<file path="config.mk">
export PLATFORM = sky130hd
export DESIGN_NAME = mem_access_ctrl
export DESIGN_NICKNAME = d
export VERILOG_FILES = /design/src/rtl/mem_pkg.sv /design/src/rtl/mem_rr_arbiter.sv /design/src/rtl/mem_access_ctrl.sv
export SDC_FILE = /design/constraint.sdc
export NUM_CORES = 1
export LEC_CHECK = 0
export ABC_AREA = 1
export CORE_ASPECT_RATIO = 1.75
export CORE_MARGIN = 3
export CORE_UTILIZATION = 38
export DETAILED_ROUTE_END_ITERATION = 6
export PLACE_DENSITY = 0.75
export SLEW_MARGIN = 0
export SYNTH_ARGS = -nofsm -noshare
export SYNTH_HDL_FRONTEND = slang
export SYNTH_SLANG_ARGS = --single-unit
</file>
<file path="constraint.sdc">
create_clock -name clk -period 2.15 [get_ports clk]
set_input_delay 0.43 -clock clk [delete_from_list [all_inputs] [get_ports clk]]
set_output_delay 0.43 -clock clk [all_outputs]
set_load 0.01 [all_outputs]
</file>
<file path="src/rtl/mem_pkg.sv">
// Shared widths and state encoding for the memory access controller.
package mem_pkg;

  localparam int unsigned AddrWDef = 12;
  localparam int unsigned DataWDef = 31;

  typedef enum logic [1:0] {
    StIdle   = 2'd0,
    StAccess = 2'd1,
    StDone   = 2'd2
  } state_e;

  typedef enum logic {
    PortOp = 1'b0,
    PortIf = 1'b1
  } port_e;

endpackage

</file>
<file path="src/rtl/mem_rr_arbiter.sv">
// Two-way round-robin arbiter: req[0] is the operand port, req[1] the fetch port.
module mem_rr_arbiter (
  input  logic       clk,
  input  logic       reset,
  input  logic [1:0] req,
  input  logic       advance,
  output logic [1:0] grant
);

  // Set when the fetch port should win the next tie; cleared means operand wins.
  logic prefer_if_q, prefer_if_d;

  always_comb begin
    grant = req;
    if (req[0] && req[1]) begin
      grant = prefer_if_q ? 2'b10 : 2'b01;
    end
  end

  always_comb begin
    prefer_if_d = prefer_if_q;
    if (advance && (grant != 2'b00)) begin
      prefer_if_d = grant[0];
    end
  end

  always_ff @(posedge clk) begin
    if (reset) begin
      prefer_if_q <= 1'b0;
    end else begin
      prefer_if_q <= prefer_if_d;
    end
  end

endmodule

</file>
<file path="src/rtl/mem_access_ctrl.sv">
// Single-outstanding memory access controller shared by a fetch port and an operand port.
module mem_access_ctrl
  import mem_pkg::*;
#(
  parameter int unsigned TIMEOUT = 1023,
  parameter int unsigned ADDR_W  = AddrWDef,
  parameter int unsigned DATA_W  = DataWDef
) (
  input  logic              clk,
  input  logic              reset,
  input  logic              if_req,
  input  logic [ADDR_W-1:0] if_addr,
  output logic              if_ready,
  output logic [DATA_W-1:0] if_data,
  input  logic              op_req,
  input  logic              op_we,
  input  logic [ADDR_W-1:0] op_addr,
  input  logic [DATA_W-1:0] op_wdata,
  output logic              op_ready,
  output logic [DATA_W-1:0] op_rdata,
  output logic              err,
  output logic              mem_write_enable,
  output logic              mem_read_enable,
  input  logic              mem_finish,
  output logic [ADDR_W-1:0] mem_addr,
  output logic [DATA_W-1:0] mem_write_data,
  input  logic [DATA_W-1:0] mem_read_data
);

  localparam int unsigned CntW = (TIMEOUT > 1) ? $clog2(TIMEOUT) : 1;
  localparam logic [CntW-1:0] CntLast = CntW'(TIMEOUT - 1);

  state_e            state_q, state_d;
  port_e             port_q, port_d;
  logic [CntW-1:0]   cnt_q, cnt_d;
  logic              wr_en_q, wr_en_d;
  logic              rd_en_q, rd_en_d;
  logic [ADDR_W-1:0] addr_q, addr_d;
  logic [DATA_W-1:0] wdata_q, wdata_d;
  logic              if_ready_q, if_ready_d;
  logic              op_ready_q, op_ready_d;
  logic [DATA_W-1:0] if_data_q, if_data_d;
  logic [DATA_W-1:0] op_rdata_q, op_rdata_d;
  logic              err_q, err_d;
  logic [1:0]        grant;

  mem_rr_arbiter u_arb (
    .clk     (clk),
    .reset   (reset),
    .req     ({if_req, op_req}),
    .advance (state_q == StIdle),
    .grant   (grant)
  );

  always_comb begin
    state_d    = state_q;
    port_d     = port_q;
    cnt_d      = cnt_q;
    wr_en_d    = wr_en_q;
    rd_en_d    = rd_en_q;
    addr_d     = addr_q;
    wdata_d    = wdata_q;
    if_ready_d = 1'b0;
    op_ready_d = 1'b0;
    if_data_d  = if_data_q;
    op_rdata_d = op_rdata_q;
    err_d      = err_q;

    unique case (state_q)
      StIdle: begin
        if (grant != 2'b00) begin
          state_d = StAccess;
          cnt_d   = '0;
          if (grant[0]) begin
            port_d  = PortOp;
            addr_d  = op_addr;
            wdata_d = op_wdata;
            wr_en_d = op_we;
            rd_en_d = ~op_we;
          end else begin
            port_d  = PortIf;
            addr_d  = if_addr;
            wr_en_d = 1'b0;
            rd_en_d = 1'b1;
          end
        end
      end
      StAccess: begin
        // A finish arriving on the last counted cycle still counts as success.
        if (mem_finish || (cnt_q == CntLast)) begin
          state_d = StDone;
          wr_en_d = 1'b0;
          rd_en_d = 1'b0;
          if (port_q == PortIf) begin
            if_ready_d = 1'b1;
          end else begin
            op_ready_d = 1'b1;
          end
          if (!mem_finish) begin
            err_d = 1'b1;
          end else if (rd_en_q) begin
            if (port_q == PortIf) begin
              if_data_d = mem_read_data;
            end else begin
              op_rdata_d = mem_read_data;
            end
          end
        end else begin
          cnt_d = cnt_q + CntW'(1);
        end
      end
      StDone: begin
        state_d = StIdle;
      end
      default: begin
        state_d = StIdle;
      end
    endcase
  end

  always_ff @(posedge clk) begin
    if (reset) begin
      state_q    <= StIdle;
      port_q     <= PortOp;
      cnt_q      <= '0;
      wr_en_q    <= 1'b0;
      rd_en_q    <= 1'b0;
      addr_q     <= '0;
      wdata_q    <= '0;
      if_ready_q <= 1'b0;
      op_ready_q <= 1'b0;
      if_data_q  <= '0;
      op_rdata_q <= '0;
      err_q      <= 1'b0;
    end else begin
      state_q    <= state_d;
      port_q     <= port_d;
      cnt_q      <= cnt_d;
      wr_en_q    <= wr_en_d;
      rd_en_q    <= rd_en_d;
      addr_q     <= addr_d;
      wdata_q    <= wdata_d;
      if_ready_q <= if_ready_d;
      op_ready_q <= op_ready_d;
      if_data_q  <= if_data_d;
      op_rdata_q <= op_rdata_d;
      err_q      <= err_d;
    end
  end

  assign if_ready         = if_ready_q;
  assign if_data          = if_data_q;
  assign op_ready         = op_ready_q;
  assign op_rdata         = op_rdata_q;
  assign err              = err_q;
  assign mem_write_enable = wr_en_q;
  assign mem_read_enable  = rd_en_q;
  assign mem_addr         = addr_q;
  assign mem_write_data   = wdata_q;

endmodule

</file>
==> out/results.tsv, run 1 <==
stage	metric	value	unit
status	status	complete, no violations	
timing	sum of negative setup slack	0	ns
timing	Least-Margin Pin Slew	0.387	ns
setup_path	RR Startpoint	state_q[1]$_SDFFE_PP0P_	
setup_path	crit path max fanout	4	
routing	Total Routed Length	13700	µm
timing	slew margin rel.	0.742	
finish	area delta synth->final	59.9	%
global_route	most used routing layer	met2	
timing	WHS	0.456	ns
global_route	first-pass GRT wire length	22200	µm
place	IO Port Bufs	201	
clock_tree	clk slew on worst S/H paths	0.05	ns
finish	register area	2480	µm²
global_route	total grt overflow	0	
floorplan	die area	13600	µm²
timing	Final period util	0.848	
setup_path	critical path's slowest cell	clkdlybuf4s50_1	
routing	1st-iter DRT viols	182	
timing	FMAX	549	MHz
yosys	share of the yosys chip area belonging to registers	0.537	
global_route	GRT Util Overall	0.205	
global_route	pin count of the biggest net entering global routing	56	
hold_path	WHS Path Cells	1	
floorplan	initial core utilization	0.395	
timing	fin crit period	1.82	ns
place	Final HPWL DP	9940	µm
clock_tree	Hold Buf Count CTS	0	
setup_path	Worst EP arrival	1.39	ns
hold_path	Hold EP	op_ready$_SDFF_PP0_	
power	Power Density	866	nW/µm²
setup_path	CP max stage delay	0.60	ns
hold_path	min-delay src	port_q$_SDFFE_PP0P_	
routing	first-pass iteration count of the detailed router	4	
routing	vias per cell	4.99	
global_route	vias in the first global route	4795	
clock_tree	clock root buffer	clkbuf_16	
clock_tree	clock sink count	124	
setup_path	delay-heaviest family, CP	buffers and inverters	
global_route	initial antenna violation count	0	
yosys	syn_nets	691	
hold_path	Hold Crit Class	reg -> reg	
timing	Slew Viols, Final	0	
clock_tree	postcts setup bufs	0	
clock_tree	worst skew pair latency	0.41	ns
yosys	Main synth FF type	dfxtp_1	
floorplan	CORE AREA	11700	µm²
yosys	Synth area leader	dfxtp_1	
timing	worst clock skew	0.00824	ns
yosys	Netlist cell types	26	
finish	# diodes	0	
setup_path	Buffers & Inverters on Critical Path	1	
clock_tree	CTS buffer count	17	
finish	layout cells sized above 1	0.0755	
floorplan	Die Y-Extent	152	µm
clock_tree	TritonCTS clock tree	yes	
timing	final hold violation count	0	
finish	area occupied by multi-input gates	1870	µm²
timing	RSZ-0062 raised after global routing	false	
flow_run	max_cap viols	0	
clock_tree	Max Buffers Root-to-Sink	2	
yosys	top cells by area, synth	dfxtp_1 54%, nor2_1 16%, o21ai_0 11%	
setup_path	Crit. End Element	output port	
yosys	Syn Std Cell Area	4620	µm²
setup_path	RR Endpoint	mem_addr[6]$_SDFFE_PP0P_	
routing	vias post-DR	4701	
setup_path	Required @ worst endpoint	1.72	ns
floorplan	Die Wd	89.4	µm
yosys	Yosys top cell area share	0.537	
finish	Final nets	889	
yosys	Post-synth EDFFs	0	
yosys	Post-Syn Area per Cell	7.74	µm²
setup_path	worst reg-to-reg setup slack	0.64	ns
setup_path	Reg2Reg Depth	6	
yosys	Synth warnings	0	
setup_path	Startpoint Class	flip-flop	
global_route	met3 usage	0.0856	
yosys	Synth top cells by count	203 x nor2_1, 124 x dfxtp_1, 99 x o21ai_0	
power	Peak supply drop	574	µV
setup_path	CP Class	reg -> out	
routing	Routed wire per std cell	14.5	µm
floorplan	standard-cell rows	52	
yosys	most frequent cell after synthesis	nor2_1	
yosys	Async SR Flop Fraction	0	
routing	detailed-route DRC error count	0	
timing	Final setup violation count	0	
floorplan	# IOs	202	
global_route	met1 usage	0.215	
clock_tree	H-tree depth	4	
routing	Final ANT Viol Nets	0	
yosys	Mapped Cells	597	
setup_path	CP cell instances	clkdlybuf4s50_1	
global_route	met2 Usage GRT	0.354	
clock_tree	PostCTS Resize Cnt	0	
place	GP Congestion	0.798	
power	leakage	2.83	nW
yosys	Yosys reg bits	124	
finish	fillers	988	
==> sequential cells by signal, indices dropped and copies added, names as in the netlist <==
signal	count
cnt_q	10
err	1
if_data	31
if_ready	1
mem_addr	12
mem_read_enable	1
mem_write_data	31
mem_write_enable	1
op_rdata	31
op_ready	1
port_q	1
state_q	2
u_arb.prefer_if_q	1
==> metal layers <==
| layer | vias up | wire (µm) |
|---|---|---|
| met5 | - | 0 |
| met4 | 0 | 309 |
| met3 | 25 | 1270 |
| met2 | 211 | 7010 |
| met1 | 2142 | 5070 |
| li1 | 2323 | - |
==> metrics by stage <==
step	total power [W]	utilization	instance area (µm²)	instances	worst slack, ns
finish	0.00640	0.631	7390	943	0.327
global placement	0.00333	0.576	6740	911	0.216
CTS	0.00647	0.631	7390	943	0.306
floorplan	0.00288	-	4620	597	0.820
global route	0.00666	0.631	7390	943	0.241
detailed placement	0.00334	0.576	6740	911	0.154
==> kinds of logic (layout without fill, tap and decap cells) <==
group,Yosys count,after routing,share of synthesized area
AOI/OAI and AO/OA,135,135,0.153
adders and majority gates,2,2,0.00541
DFF,124,124,0.537
buffers and inverters,53,264,0.0579
and+or+nand+nor,283,283,0.246
==> where the power goes <==
part	internal (W)	switching, W	leakage, nW	total [W]
clock	0.00200	0.00110	0.314	0.00310
sequential	0.00242	0.0000626	1.01	0.00248
combinational	0.000438	0.000379	1.51	0.000818
total	0.00485	0.00155	2.83	0.00640
==> how the worst max path moves through the flow <==
stage | slack (ns) | start | to | depth (start not counted)
2_1_floorplan | 0.82 | cnt_q[0]$_SDFFE_PP0P_ | cnt_q[4]$_SDFFE_PP0P_ | 10
3_3_place_gp | 0.22 | if_req | mem_addr[7]$_SDFFE_PP0P_ | 7
3_5_place_dp | 0.15 | if_req | mem_addr[6]$_SDFFE_PP0P_ | 7
4_1_cts | 0.31 | mem_read_enable$_SDFFE_PP0P_ | mem_read_enable | 1
5_1_grt | 0.24 | mem_read_enable$_SDFFE_PP0P_ | mem_read_enable | 1
6_report | 0.33 | mem_read_enable$_SDFFE_PP0P_ | mem_read_enable | 1
==> final cells by class <==
class | instances | area share
Clock buffer | 18 | 0.0594
Clock inverter | 14 | 0.0283
Inverter | 20 | 0.0102
Multi-Input combinational cell | 420 | 0.253
Sequential cell | 124 | 0.336
Tap cell | 135 | 0.0229
Timing Repair Buffer | 212 | 0.290
==> layout by cell type, fill, tap and decap left out, types with 2 or more instances in the layout <==
cell / count
nor3_1: 2
clkinv_4: 5
inv_6: 3
a22oi_1: 5
buf_4: 7
nand3_1: 12
dfxtp_1: 124
a21oi_1: 15
buf_12: 4
clkdlybuf4s50_1: 201
a31oi_1: 7
o21a_1: 2
nor2_2: 4
nand4_1: 2
bufinv_16: 4
o21ai_0: 99
ha_1: 2
nand2_1: 53
nand2_4: 3
o21ai_1: 5
nor2_4: 2
nor2_1: 203
inv_1: 13
inv_2: 7
clkbuf_16: 17
No activity file was read; power rests on OpenSTA's default activity.
==> inputs of run 2 (changes only) <==
==> constraint.sdc (replaced) <==
create_clock -name clk -period 1.8 [get_ports clk]
set_input_delay 0.36 -clock clk [delete_from_list [all_inputs] [get_ports clk]]
set_output_delay 0.36 -clock clk [all_outputs]
set_load 0.01 [all_outputs]
==> run 2 against run 1 <==
Net effect:
- design area grew 1.2%
- clock skew is essentially flat
- clock power up 15%
- first-iteration DRC count up 12%
- sequential power grew 19%
- sequential cell count stayed put
- wire length decreased by 0.94%
- sequential share of layout area fell by 0.38 points
- core utilization is 0.73 points higher
- critical endpoint unchanged
- largest power group unchanged
==> out/results.tsv, run 2 (synthesis gave the netlist of run 1 again) <==
stage	metric	value	unit	change
setup_path	delay-heaviest family, CP	buffers and inverters		unchanged
clock_tree	TritonCTS clock tree	yes		unchanged
floorplan	Die Wd	89.4	µm	unchanged
finish	final instance area	7470	µm²	was 7390 µm²
power	Final Power	0.00753	W	was 0.00640 W
hold_path	Hold Crit Class	reg -> reg		unchanged
timing	Final Worst Setup Slack	0.0698	ns	was 0.327 ns
global_route	first-pass GRT wire length	22200	µm	about the same
routing	first-pass iteration count of the detailed router	5		was 4
global_route	GRT Util Overall	0.203		was 0.205
clock_tree	Hold Buf Count CTS	0		unchanged
global_route	vias in the first global route	4762		was 4,795
finish	fillers	1008		was 988
place	DP Cell Count	920		was 911
finish	area delta synth->final	61.8	%	was 59.9%
global_route	pin count of the biggest net entering global routing	50		was 56
routing	Routed wire per std cell	14.2	µm	was 14.5 µm
place	IO Port Bufs	201		unchanged
timing	worst clock skew	0.00867	ns	was 0.00824 ns
setup_path	Crit. End Element	output port		unchanged
setup_path	worst reg-to-reg setup slack	0.38	ns	was 0.64 ns
timing	RSZ-0062 raised after global routing	false		unchanged
setup_path	Buffers & Inverters on Critical Path	1		unchanged
hold_path	min-delay src	port_q$_SDFFE_PP0P_		unchanged
power	power share of the clock group	0.471		was 0.485
routing	detailed-route DRC error count	0		unchanged
global_route	initial antenna violation count	0		unchanged
setup_path	crit path max fanout	4		unchanged
power	leakage	2.88	nW	was 2.83 nW
floorplan	standard-cell rows	52		unchanged
power	sw power	0.00179	W	was 0.00155 W
clock_tree	clk slew on worst S/H paths	0.05	ns	about the same
setup_path	Reg2Reg Depth	9		was 6
finish	layout cells sized above 1	0.0857		was 0.0755
setup_path	Startpoint Class	flip-flop		unchanged
timing	Final period util	0.961		
global_route	total grt overflow	0		unchanged
flow_run	max_cap viols	0		unchanged
clock_tree	PostCTS Resize Cnt	0		unchanged
setup_path	RR Startpoint	cnt_q[0]$_SDFFE_PP0P_		was state_q[1]$_SDFFE_PP0P_
setup_path	CP cell instances	clkdlybuf4s50_1		unchanged
clock_tree	Max Buffers Root-to-Sink	2		unchanged
timing	Final setup violation count	0		unchanged
finish	most common cell after layout, fill and taps aside	nor2_1		unchanged
floorplan	# IOs	202		unchanged
setup_path	Worst EP arrival	1.37	ns	was 1.39 ns
finish	Final nets	898		was 889
finish	leading cell types in the layout, fill and taps excluded	203 x nor2_1, 201 x clkdlybuf4s50_1, 124 x dfxtp_1, 99 x o21ai_0, 53 x nand2_1		unchanged
setup_path	critical path depth in cells	1		unchanged
setup_path	CP Class	reg -> out		unchanged
timing	FMAX	578	MHz	
floorplan	initial core utilization	0.395		unchanged
routing	1st-iter DRT viols	203		was 182
routing	vias post-DR	4665		was 4,701
power	Flop pwr share	0.394		was 0.387
routing	Total Routed Length	13500	µm	was 13,700 µm
timing	slew margin rel.	0.730		was 0.742
timing	Least-Margin Pin Slew	0.405	ns	was 0.387 ns
timing	Slew Viols, Final	0		unchanged
setup_path	critical path's slowest cell	clkdlybuf4s50_1		unchanged
routing	vias per cell	4.90		was 4.99
routing	Final ANT Viol Nets	0		unchanged
clock_tree	postcts setup bufs	0		unchanged
setup_path	Required @ worst endpoint	1.44	ns	was 1.72 ns
status	status	complete, no violations		unchanged
floorplan	Die Y-Extent	152	µm	unchanged
power	Peak supply drop	631	µV	was 574 µV
place	Placed Area	6850	µm²	was 6740 µm²
timing	final hold violation count	0		unchanged
timing	sum of negative setup slack	0	ns	unchanged
finish	fin cells	952		was 943
clock_tree	H-tree depth	4		unchanged
clock_tree	CTS buffer count	17		unchanged
floorplan	CORE AREA	11700	µm²	unchanged
place	GP Congestion	0.854		was 0.798
setup_path	CP max stage delay	0.58	ns	was 0.60 ns
place	Final HPWL DP	10000	µm	was 9940 µm
clock_tree	clock root buffer	clkbuf_16		unchanged
hold_path	WHS Path Cells	1		unchanged
floorplan	die area	13600	µm²	unchanged
power	Sw Ratio	0.238		was 0.241
power	P_int	0.00574	W	was 0.00485 W
finish	# diodes	0		unchanged
clock_tree	worst skew pair latency	0.40	ns	was 0.41 ns
clock_tree	clock sink count	124		unchanged
power	Power Density	1010	nW/µm²	was 866 nW/µm²
timing	fin crit period	1.73	ns	
place	placement-stage worst setup slack	0.00966	ns	was 0.154 ns
hold_path	Hold EP	op_ready$_SDFF_PP0_		unchanged
power	Combinational Power Share	0.135		was 0.128
setup_path	RR Endpoint	cnt_q[6]$_SDFFE_PP0P_		was mem_addr[6]$_SDFFE_PP0P_
[run 2: cell types whose count changed in the layout (fill, tap and decap cells not counted), moves of 2 or more]
| cell | before | now |
|---|---|---|
| buf_4 | 7 | 13 |
| clkbuf_8 | 1 | 3 |
| clkinvlp_4 | 1 | 3 |
| clkinv_4 | 5 | 3 |
| buf_12 | 4 | 7 |
[run 2: how the worst max path moves through the flow]
stage / from / end / slack (ns)
floorplan: cnt_q[0]$_SDFFE_PP0P_ / cnt_q[4]$_SDFFE_PP0P_ / 0.47
global placement: if_req / mem_write_data[29]$_SDFFE_PP0P_ / 0.1
detailed placement: if_req / mem_write_data[29]$_SDFFE_PP0P_ / 0.01
CTS: mem_read_enable$_SDFFE_PP0P_ / mem_read_enable / 0.04
global route: mem_read_enable$_SDFFE_PP0P_ / mem_read_enable / 0.0007
finish: mem_read_enable$_SDFFE_PP0P_ / mem_read_enable / 0.07
[run 2: worst register-to-register path: cells and delay by family, from the launching register on]
family,cells,cell delay [ns]
and+or+nand+nor,6,0.58
AOI/OAI and AO/OA,1,0.16
adders and majority gates,1,0.15
DFF,1,0.33
buffers and inverters,1,0.10
[run 2: layout make-up]
| type | instances | area [µm²] | share of cell area |
|---|---|---|---|
| Clock inverter | 12 | 161 | 0.0216 |
| Timing Repair Buffer | 221 | 2250 | 0.301 |
| Inverter | 20 | 75.1 | 0.0100 |
| Sequential cell | 124 | 2480 | 0.332 |
| Multi-Input combinational cell | 420 | 1870 | 0.250 |
| Clock buffer | 20 | 467 | 0.0624 |
| Tap cell | 135 | 169 | 0.0226 |
[run 2: power groups by stage]
stage / Clock [W] / Sequential (W) / Combinational [W]
2_1_floorplan: 0 / 0.00307 / 0.000368
3_3_place_gp: 0 / 0.00302 / 0.000999
3_5_place_dp: 0 / 0.00302 / 0.00102
4_1_cts: 0.00362 / 0.00296 / 0.00102
5_1_grt: 0.00375 / 0.00298 / 0.00112
6_report: 0.00355 / 0.00296 / 0.00102
[run 2: per-layer routing]
metal	global-route usage	routed length, µm
met1	0.219	5260
met2	0.355	6960
met3	0.0775	1130
met4	0.0632	181
met5	0	0
[run 2: per-stage QoR]
stage | utilization | hold slack (ns)
detailed placement | 0.585 | 0.434
finish | 0.638 | 0.448
CTS | 0.638 | 0.447
global route | 0.638 | 0.466
floorplan | - | 0.414
global placement | 0.585 | 0.438
==> inputs of run 3 (changes only) <==
--- a/config.mk
+++ b/config.mk
@@ -6,6 +6,7 @@
 export NUM_CORES = 1
 export LEC_CHECK = 0
 export ABC_AREA = 1
+export CAP_MARGIN = 20
 export CORE_ASPECT_RATIO = 1.75
 export CORE_MARGIN = 3
 export CORE_UTILIZATION = 38
==> results of run 3 <==
Same layout as run 2: the final DEF is identical, and so are final timing and power.
